**config.mk**
```make
export PLATFORM = sky130hd
export DESIGN_NAME = m_issue_ctrl
export DESIGN_NICKNAME = d
export VERILOG_FILES = /design/src/rtl/m_issue_ctrl.sv
export SDC_FILE = /design/constraint.sdc
export NUM_CORES = 1
export LEC_CHECK = 0
export ABC_AREA = 1
export BUFFER_PORTS_ARGS = -buffer_cell sky130_fd_sc_hd__clkbuf_2
export CORE_UTILIZATION = 44
export CTS_CLUSTER_DIAMETER = 120
export DETAILED_ROUTE_END_ITERATION = 6
export HOLD_SLACK_MARGIN = 0.08
export PLACE_DENSITY = 0.75
export SYNTH_ARGS = -nofsm -noshare
export SYNTH_HDL_FRONTEND = slang
export SYNTH_SLANG_ARGS = --single-unit
```
**constraint.sdc**
```tcl
create_clock -name clk -period 1.5 [get_ports clk]
set_clock_uncertainty 0.05 [all_clocks]
set_input_delay 0.3 -clock clk [delete_from_list [all_inputs] [get_ports clk]]
set_output_delay 0.3 -clock clk [all_outputs]
set_load 0.01 [all_outputs]
```
**src/rtl/m_issue_ctrl.sv**
```systemverilog
// ---------------------------------------------------------------------------
// m_issue_ctrl
//   EX-stage issue/sequencing stage in front of the combinational RV32M
//   multiplier. One multiply request is accepted at a time, its operands and
//   op code are registered and held on the multiplier inputs for MUL_LAT
//   cycles, then the multiplier result is captured and returned to writeback
//   over a valid/ready handshake. While the stage cannot take a new request,
//   stall is raised to freeze the upstream pipeline.
//
// Parameters
//   DATA_W   operand/result width
//   OP_W     ALU op-code width
//   MUL_LAT  cycles operands are held on the multiplier inputs (1..8)
//
// Ports
//   clk, rst                 clock, synchronous active-high reset
//   req_valid/req_ready      request handshake from ID/EX
//   req_op/rs1/rs2/rd        request payload
//   flush                    kills any in-flight or pending result
//   mul_in1/mul_in2/mul_op   registered operands/op code to the multiplier
//   mul_result               combinational multiplier result
//   rsp_valid/rsp_ready      response handshake to writeback
//   rsp_data/rsp_rd          captured result and its destination register
//   stall                    inverse of req_ready
//
// Optional feature (macro MUL_REUSE_EN)
//   When defined, the {op,rs1,rs2} tag and result of the last completed
//   multiply are kept. A new request with an identical tag skips EXEC and is
//   answered from the stored result on the next cycle. flush/rst invalidate
//   the stored tag. When undefined, every request goes through EXEC.
// ---------------------------------------------------------------------------
module m_issue_ctrl #(
    parameter int DATA_W  = 32,
    parameter int OP_W    = 6,
    parameter int MUL_LAT = 2
) (
    input  logic              clk,
    input  logic              rst,
    input  logic              req_valid,
    output logic              req_ready,
    input  logic [OP_W-1:0]   req_op,
    input  logic [DATA_W-1:0] req_rs1,
    input  logic [DATA_W-1:0] req_rs2,
    input  logic [4:0]        req_rd,
    input  logic              flush,
    output logic [DATA_W-1:0] mul_in1,
    output logic [DATA_W-1:0] mul_in2,
    output logic [OP_W-1:0]   mul_op,
    input  logic [DATA_W-1:0] mul_result,
    output logic              rsp_valid,
    input  logic              rsp_ready,
    output logic [DATA_W-1:0] rsp_data,
    output logic [4:0]        rsp_rd,
    output logic              stall
);

    // Counter holds MUL_LAT-1 down to 0, so it never needs to wrap.
    localparam int CNT_W = (MUL_LAT < 2) ? 1 : $clog2(MUL_LAT + 1);
    localparam logic [CNT_W-1:0] CNT_LOAD = CNT_W'(MUL_LAT - 1);

    localparam logic [1:0] IDLE = 2'd0;
    localparam logic [1:0] EXEC = 2'd1;
    localparam logic [1:0] DONE = 2'd2;

    logic [1:0]        state_reg, state_next;
    logic [CNT_W-1:0]  cnt_reg, cnt_next;
    logic [DATA_W-1:0] in1_reg, in2_reg, rsp_data_reg;
    logic [OP_W-1:0]   op_reg;
    logic [4:0]        rd_reg;

    logic              accept;
    logic              exec_last;
    logic              reuse_hit;
    logic [DATA_W-1:0] reuse_data;

    // A pending result may be replaced in the same cycle it is consumed,
    // which is what gives back-to-back issue out of DONE.
    assign req_ready = ((state_reg == IDLE) || ((state_reg == DONE) && rsp_ready)) && !flush;
    assign stall     = ~req_ready;
    assign accept    = req_valid && req_ready;
    assign exec_last = (state_reg == EXEC) && (cnt_reg == '0);

    assign rsp_valid = (state_reg == DONE);
    assign mul_in1   = in1_reg;
    assign mul_in2   = in2_reg;
    assign mul_op    = op_reg;
    assign rsp_data  = rsp_data_reg;
    assign rsp_rd    = rd_reg;

`ifdef MUL_REUSE_EN
    logic              tag_valid_reg;
    logic [OP_W-1:0]   tag_op_reg;
    logic [DATA_W-1:0] tag_rs1_reg, tag_rs2_reg, tag_result_reg;

    assign reuse_hit  = tag_valid_reg && (tag_op_reg == req_op) &&
                        (tag_rs1_reg == req_rs1) && (tag_rs2_reg == req_rs2);
    assign reuse_data = tag_result_reg;

    // Tag is taken from the registered operands at the same edge that the
    // result is captured, so tag and result always describe one operation.
    always_ff @(posedge clk) begin
        if (rst) begin
            tag_valid_reg  <= 1'b0;
            tag_op_reg     <= '0;
            tag_rs1_reg    <= '0;
            tag_rs2_reg    <= '0;
            tag_result_reg <= '0;
        end else if (flush) begin
            tag_valid_reg <= 1'b0;
        end else if (exec_last) begin
            tag_valid_reg  <= 1'b1;
            tag_op_reg     <= op_reg;
            tag_rs1_reg    <= in1_reg;
            tag_rs2_reg    <= in2_reg;
            tag_result_reg <= mul_result;
        end
    end
`else
    assign reuse_hit  = 1'b0;
    assign reuse_data = '0;
`endif

    always_comb begin
        state_next = state_reg;
        cnt_next   = cnt_reg;
        case (state_reg)
            IDLE: begin
                if (accept) begin
                    state_next = reuse_hit ? DONE : EXEC;
                    cnt_next   = CNT_LOAD;
                end
            end
            EXEC: begin
                if (cnt_reg != '0) begin
                    cnt_next = cnt_reg - CNT_W'(1);
                end else begin
                    state_next = DONE;
                end
            end
            DONE: begin
                if (accept) begin
                    state_next = reuse_hit ? DONE : EXEC;
                    cnt_next   = CNT_LOAD;
                end else if (rsp_ready) begin
                    state_next = IDLE;
                end
            end
            default: state_next = IDLE;
        endcase
        // Kill wins over everything, including a same-cycle handshake.
        if (flush) begin
            state_next = IDLE;
        end
    end

    always_ff @(posedge clk) begin
        if (rst) begin
            state_reg    <= IDLE;
            cnt_reg      <= '0;
            in1_reg      <= '0;
            in2_reg      <= '0;
            op_reg       <= '0;
            rd_reg       <= '0;
            rsp_data_reg <= '0;
        end else begin
            state_reg <= state_next;
            cnt_reg   <= cnt_next;
            if (accept) begin
                in1_reg <= req_rs1;
                in2_reg <= req_rs2;
                op_reg  <= req_op;
                rd_reg  <= req_rd;
            end
            // accept and exec_last are mutually exclusive (EXEC never accepts).
            if (exec_last && !flush) begin
                rsp_data_reg <= mul_result;
            end else if (accept && reuse_hit) begin
                rsp_data_reg <= reuse_data;
            end
        end
    end

endmodule

```
==> results of run 1 <==
[routing by layer]
metal | vias to the layer above | track usage, % | routed length, um
met5 | - | 0 | 0
met4 | 0 | 8.037 | 150
met3 | 14 | 4.397 | 670
met2 | 157 | 39.27 | 5509
met1 | 1877 | 27.65 | 4613
li1 | 2091 | - | -
[power by group through the flow]
stage | logic [mW] | registers (mW) | clock network, mW
2_1_floorplan | 0.348 | 3.24 | 0
3_3_place_gp | 0.725 | 3.19 | 0
3_5_place_dp | 0.743 | 3.19 | 0
4_1_cts | 0.753 | 3.13 | 1.63
5_1_grt | 0.833 | 3.14 | 1.77
6_report | 0.748 | 3.12 | 1.58
[synthesized netlist by cell type (all sizes together)]
cell type	number
a21oi	79
buf	28
clkbuf	13
clkinv	1
dfxtp	111
ha	1
inv	9
nand2	84
nand3	79
nor2	70
o21ai	32
[through the flow]
step	hold slack (ps)	setup WS, ps	instances	utilization, %	cell area, sq um
3_3_place_gp	400.4	213.3	810	59.51	5291
2_1_floorplan	393.1	291.0	507	-	4119
6_report	118.7	73.89	828	61.89	5503
5_1_grt	103.9	8.698	828	61.89	5503
3_5_place_dp	404.2	172.3	810	59.51	5291
4_1_cts	99.33	26.89	828	61.75	5490
[tightest hold or removal path, delay by kind of cell]
kind | cells | cell delay (ps)
and+or+nand+nor | 1 | 70
buffers and inverters | 1 | 70
AOI/OAI and AO/OA | 1 | 50
[what timing repair did]
item | 4_1_cts | 5_1_grt
buffers inserted | 2 | 0
pin swaps | 2 | 0
setup endpoints to repair | 1 | 2
gates resized for setup | 5 | 3
[worst paths after layout]
path | end | slack [ps]
min | rsp_data[23]$_SDFFE_PP0P_ | 120
max reg2reg | mul_in2[31]$_SDFFE_PP0P_ | 160
max | req_ready | 70
min reg2reg | mul_in2[6]$_SDFFE_PP0P_ | 420
[cells by family (layout without fill, tap and decap cells)]
family | count (synthesis) | in the layout | share of synthesized area [%]
adder cells (fa/ha/maj) | 1 | 1 | 0.3037
AND/OR/NAND/NOR | 233 | 233 | 25.40
flip-flops | 111 | 111 | 53.95
buffers and inverters | 51 | 264 | 6.865
AO/OA/AOI/OAI | 111 | 111 | 13.49
[cell type report]
cell class	count	area, sq um	share of cell area, %
clock buffers	11	131.4	2.387
clock inverters	5	35.03	0.6367
inverters	10	42.54	0.7731
multi-input cells	345	1627	29.56
flip-flops and latches	111	2227	40.47
repair buffers	238	1305	23.72
well taps	108	135.1	2.456
==> impl_results.md, run 1 <==
* Outcome: finished, final reports clean
* Fillers at ~810
* Leak Pwr at 2.506 nW
* Synth top area cells: dfxtp_1, a21oi_1, nand3_1
* Count of final hold-check violations at 0
* Top Ports at 222
* Critical path's slowest cell: dfxtp_4
* Family with the most delay on the worst path: flip-flops
* Clock H-tree levels at 3
* Synth Instances at 507
* Setup TNS Final at 0 ps
* Reg power frac at between 50% and 60%
* Final Power at approximately 5.5 mW
* Core Area at 8891 sq um
* Cell Rows at 34
* Synth Register Bits at 111
* P per Cell Area at between 900 and 1000 nW/um^2
* Clk_lat worst skew at 350 ps
* Period minus WS final at 1426 ps
* Vias in the first global route at 3743
* Most common cell after layout, fill and taps aside: clkbuf_2
* Reg2Reg Depth at 6
* Avg WL per Cell at ~13 um
* Vias/cell at 4.999
* CTS tree: yes
* DR iter-0 viols at between 100 and 150
* Clock Path Buffers at 2
* Logic pwr share at approximately 14%
* DP Wirelength at just under 8000 um
* Initial antenna violation count at 0
* Fmax at approximately 0.7 GHz
* Net Sw Frac at 26.73%
* DIE HEIGHT at 98.76 um
* Synth area leader: dfxtp_1
* Mapped Avg Cell Area at 8.124 sq um
* Hold bufs inserted after CTS at 0
* WP buf/inv at 2
* Antenna-violating nets left at 0
* Peak VDD IR at 0.4878 mV
* CP max stage delay at 380 ps
* Least-Margin Pin Slew at 326.3 ps
* Crit path DAT at approximately 1100 ps
* IO buf count at about 220
* Critical Path Source: state_reg[1]$_SDFFE_PP0P_
* Mapped Area at 4119 sq um
* Pins Over Slew Limit at 0
* Yosys warnings at 0
* R2r startpoint: state_reg[0]$_SDFFE_PP0P_
* CTS buffer count at 9
* Clock power frac at between 20% and 30%
* Largest net degree at the start of global routing at 61
* Hold Crit Class: input port to flop
* Sequential fraction of the synthesis area at 53.95%
* Period utilization at 95.07%
* Commonest cells after routing, fill and taps aside: clkbuf_2, dfxtp_1, nand2_1
* GRT Total Usage at 22.52%
* Starting density of the core at 46.33%
* Routed WL at 10940 um
* Critical path class: flop to output port
* Worst hold start: mul_result[23]
* Startpoint Class: flop
* Die width at 98.76 um
* Crit-path cells: nand2_2 > nand2_4 > clkinv_4 > clkbuf_8
* Required @ worst endpoint at 1150 ps
* Sink Count at 111
* Gp weighted congestion at 0.8384
* Share of the synthesized area in the top cell type at a little over half
* Layout cell share with drive strength beyond 1 at 37.92%
* Unique masters post-synth at 20
* Net switching power at 1.458 mW
* Slew HR at 78.24%
* RSZ-0062 raised after global routing: false
* Final setup viols at 0
* N_diodes at 0
* GRT overflow at 0
* Area growth syn-to-layout at 33.60%
* Via count at 4139
* Clock-pin slew on the worst setup and hold paths at approximately 110 ps
* Detailed Routing Iterations Pass 1 at 5
* Pint at 3.998 mW
* Global-route wire length before repair at 17700 um
* CTS Root Cell: clkbuf_8
* Critical Path Stages at 4
* Critical path capture point type: output port
* Crit-path max FO at 3
* Die area at 9753 sq um
* Final #Nets at 828
* Post-Syn Nets at 620
* WHS Path Cells at 3
* # Max-Cap Violations at 0
* DRC viols at 0
Note: power is estimated with default switching activity, not from simulation.
==> run 2, diff against run 1 <==
--- a/config.mk
+++ b/config.mk
@@ -6,7 +6,7 @@
 export NUM_CORES = 1
 export LEC_CHECK = 0
 export ABC_AREA = 1
-export BUFFER_PORTS_ARGS = -buffer_cell sky130_fd_sc_hd__clkbuf_2
+export BUFFER_PORTS_ARGS = -buffer_cell sky130_fd_sc_hd__buf_2
 export CORE_UTILIZATION = 44
 export CTS_CLUSTER_DIAMETER = 120
 export DETAILED_ROUTE_END_ITERATION = 6
==> run 2 against run 1 <==
- die area unchanged
- final area increased by 0.45%
- via count is 0.14% lower
- hold slack worse by 6.3 ps
- critical path depth shrank 1
- total power up 3.7%
- critical path type unchanged
- largest power group unchanged
- highest routed layer unchanged
==> impl_results.md, run 2 (same netlist as run 1, synthesis figures left out) <==
* GRT Total Usage at 22.59%
* Crit path DAT at 1100 ps
* GRT overflow at 0
* DRC viols at 0
* Leak Pwr at 2.591 nW
* Sink Count at between 100 and 150
* IO buf count at 221
* Fillers at 822
* CP max stage delay at 370 ps
* Initial antenna violation count at 0
* Required @ worst endpoint at 1150 ps
* Period minus WS final at 1449 ps
* Period utilization at 96.63%
* Placed Instances at 809
* Starting density of the core at 46.33%
* Core Area at 8891 sq um
* Antenna-violating nets left at 0
* DP Wirelength at 7911 um
* Non-filler cells, final at 827
* Clk_lat worst skew at about 360 ps
* Clock Path Buffers at 2
* Critical path's slowest cell: dfxtp_4
* DIE HEIGHT at 98.76 um
* Setup slack at placement at 133.5 ps
* Slew HR at 78.79%
* Critical path capture point type: output port
* R2r startpoint: state_reg[0]$_SDFFE_PP0P_
* Largest net degree at the start of global routing at 61
* WP buf/inv at 1
* Critical Path Source: state_reg[0]$_SDFFE_PP0P_
* Via count at 4133
* Final worst setup slack at 50.58 ps
* Final Power at roughly 5.7 mW
* Reg power frac at 55.2%
* Vias/cell at around 5.0
* Layout cell share with drive strength beyond 1 at 37.83%
* Worst hold start: mul_result[29]
* Least-Margin Pin Slew at 318.2 ps
* Die area at 9753 sq um
* Cell Rows at 34
* Logic pwr share at 13.2%
* # Max-Cap Violations at 0
* Outcome: finished, final reports clean
* Pins Over Slew Limit at 0
* Global-route wire length before repair at 17720 um
* Routed WL at between 10000 and 15000 um
* Die width at 98.76 um
* Peak VDD IR at 0.5603 mV
* Commonest cells after routing, fill and taps aside: buf_2, dfxtp_1, nand2_1
* RSZ-0062 raised after global routing: true
* Net Sw Frac at a little over a quarter
* Gp weighted congestion at between 0.8 and 0.9
* DR iter-0 viols at 134
* Fmax at 0.6899 GHz
* Avg WL per Cell at 13.30 um
* Hold bufs inserted after CTS at 0
* Top Ports at 222
* CTS Root Cell: clkbuf_8
* Detailed Routing Iterations Pass 1 at 4
* Net switching power at 1.479 mW
* Count of final hold-check violations at 0
* Startpoint Class: flop
* CTS tree: yes
* Pint at 4.179 mW
* Final #Nets at 827
* Family with the most delay on the worst path: flip-flops
* Clock H-tree levels at 3
* N_diodes at 0
* P per Cell Area at 1023 nW/um^2
* Area growth syn-to-layout at 34.20%
* Vias in the first global route at 3866
* Most common cell after layout, fill and taps aside: buf_2
* Hold Crit Class: input port to flop
* CTS buffer count at 9
* Crit-path max FO at 4
* Critical path class: flop to output port
* Clock-pin slew on the worst setup and hold paths at approximately 100 ps
* Clock power frac at a little under a third
* Crit-path cells: nor2_4 > nand2_2 > buf_2
* Final setup viols at 0
==> run 2: changes by cell type in the layout (fill, tap and decap cells not counted), sizes merged <==
cell | before | now
clkinvlp | 4 | 1
buf | 17 | 237
bufinv | 0 | 1
inv | 9 | 10
clkbuf | 232 | 10
clkinv | 2 | 4
==> run 2: power groups by stage <==
stage / Sequential [mW] / Clock [mW] / Combinational (mW)
floorplan: 3.24 / 0 / 0.348
global placement: 3.18 / 0 / 0.729
detailed placement: 3.19 / 0 / 0.744
CTS: 3.12 / 1.84 / 0.752
global route: 3.14 / 1.97 / 0.832
finish: 3.12 / 1.79 / 0.747
==> run 2: path summary, 6_finish.rpt <==
kind                          endpoint  slack (ps)  cells after the start
max                              stall          50                      3
min          rsp_data[29]$_SDFFE_PP0P_         110                      3
min reg2reg    mul_in1[3]$_SDFFE_PP0P_         420                      2
max reg2reg   mul_in1[18]$_SDFFE_PP0P_         130                      7
==> run 2: layer usage <==
layer  part of all wire [%]  up-vias  global-route usage (%)
li1                       -     2086                       -
met1                     41     1870                   26.99
met2                     50      154                   38.78
met3                    6.6       23                   5.745
met4                    2.4        0                   9.070
met5                      0        -                       0
==> run 2: timing repair <==
action / in CTS / in global routing
pin swaps: 2 / 2
hold endpoints to repair: 0 / 0
setup endpoints to repair: 1 / 1
setup buffers: 2 / 0
gates resized for setup: 4 / 2
==> run 2: layout make-up <==
class / count / area (sq um) / share of cell area [%]
sequential: 111 / 2227 / 40.29
inverter: 10 / 42.54 / 0.7696
multi-input combinational: 345 / 1619 / 29.29
timing repair buffer: 237 / 1308 / 23.65
clock buffer: 10 / 127.6 / 2.309
tap: 108 / 135.1 / 2.445
clock inverter: 6 / 68.82 / 1.245
==> run 2: worst reg2reg max path, delay by kind of cell (launching register included) <==
kind                   cells  cell delay (ps)
DFF                        1              370
AOI/OAI and AO/OA          1              160
buffers and inverters      3              410
and+or+nand+nor            3              310
==> run 2: per-stage QoR <==
step / hold slack (ps) / cell area, sq um / util (%) / setup TNS (ps)
2_1_floorplan: 393.1 / 4119 / - / 0
3_3_place_gp: 398.1 / 5296 / 59.57 / 0
3_5_place_dp: 403.6 / 5296 / 59.57 / 0
4_1_cts: 105.3 / 5519 / 62.07 / 0
5_1_grt: 105.6 / 5528 / 62.17 / -5.682
6_report: 112.4 / 5528 / 62.17 / 0
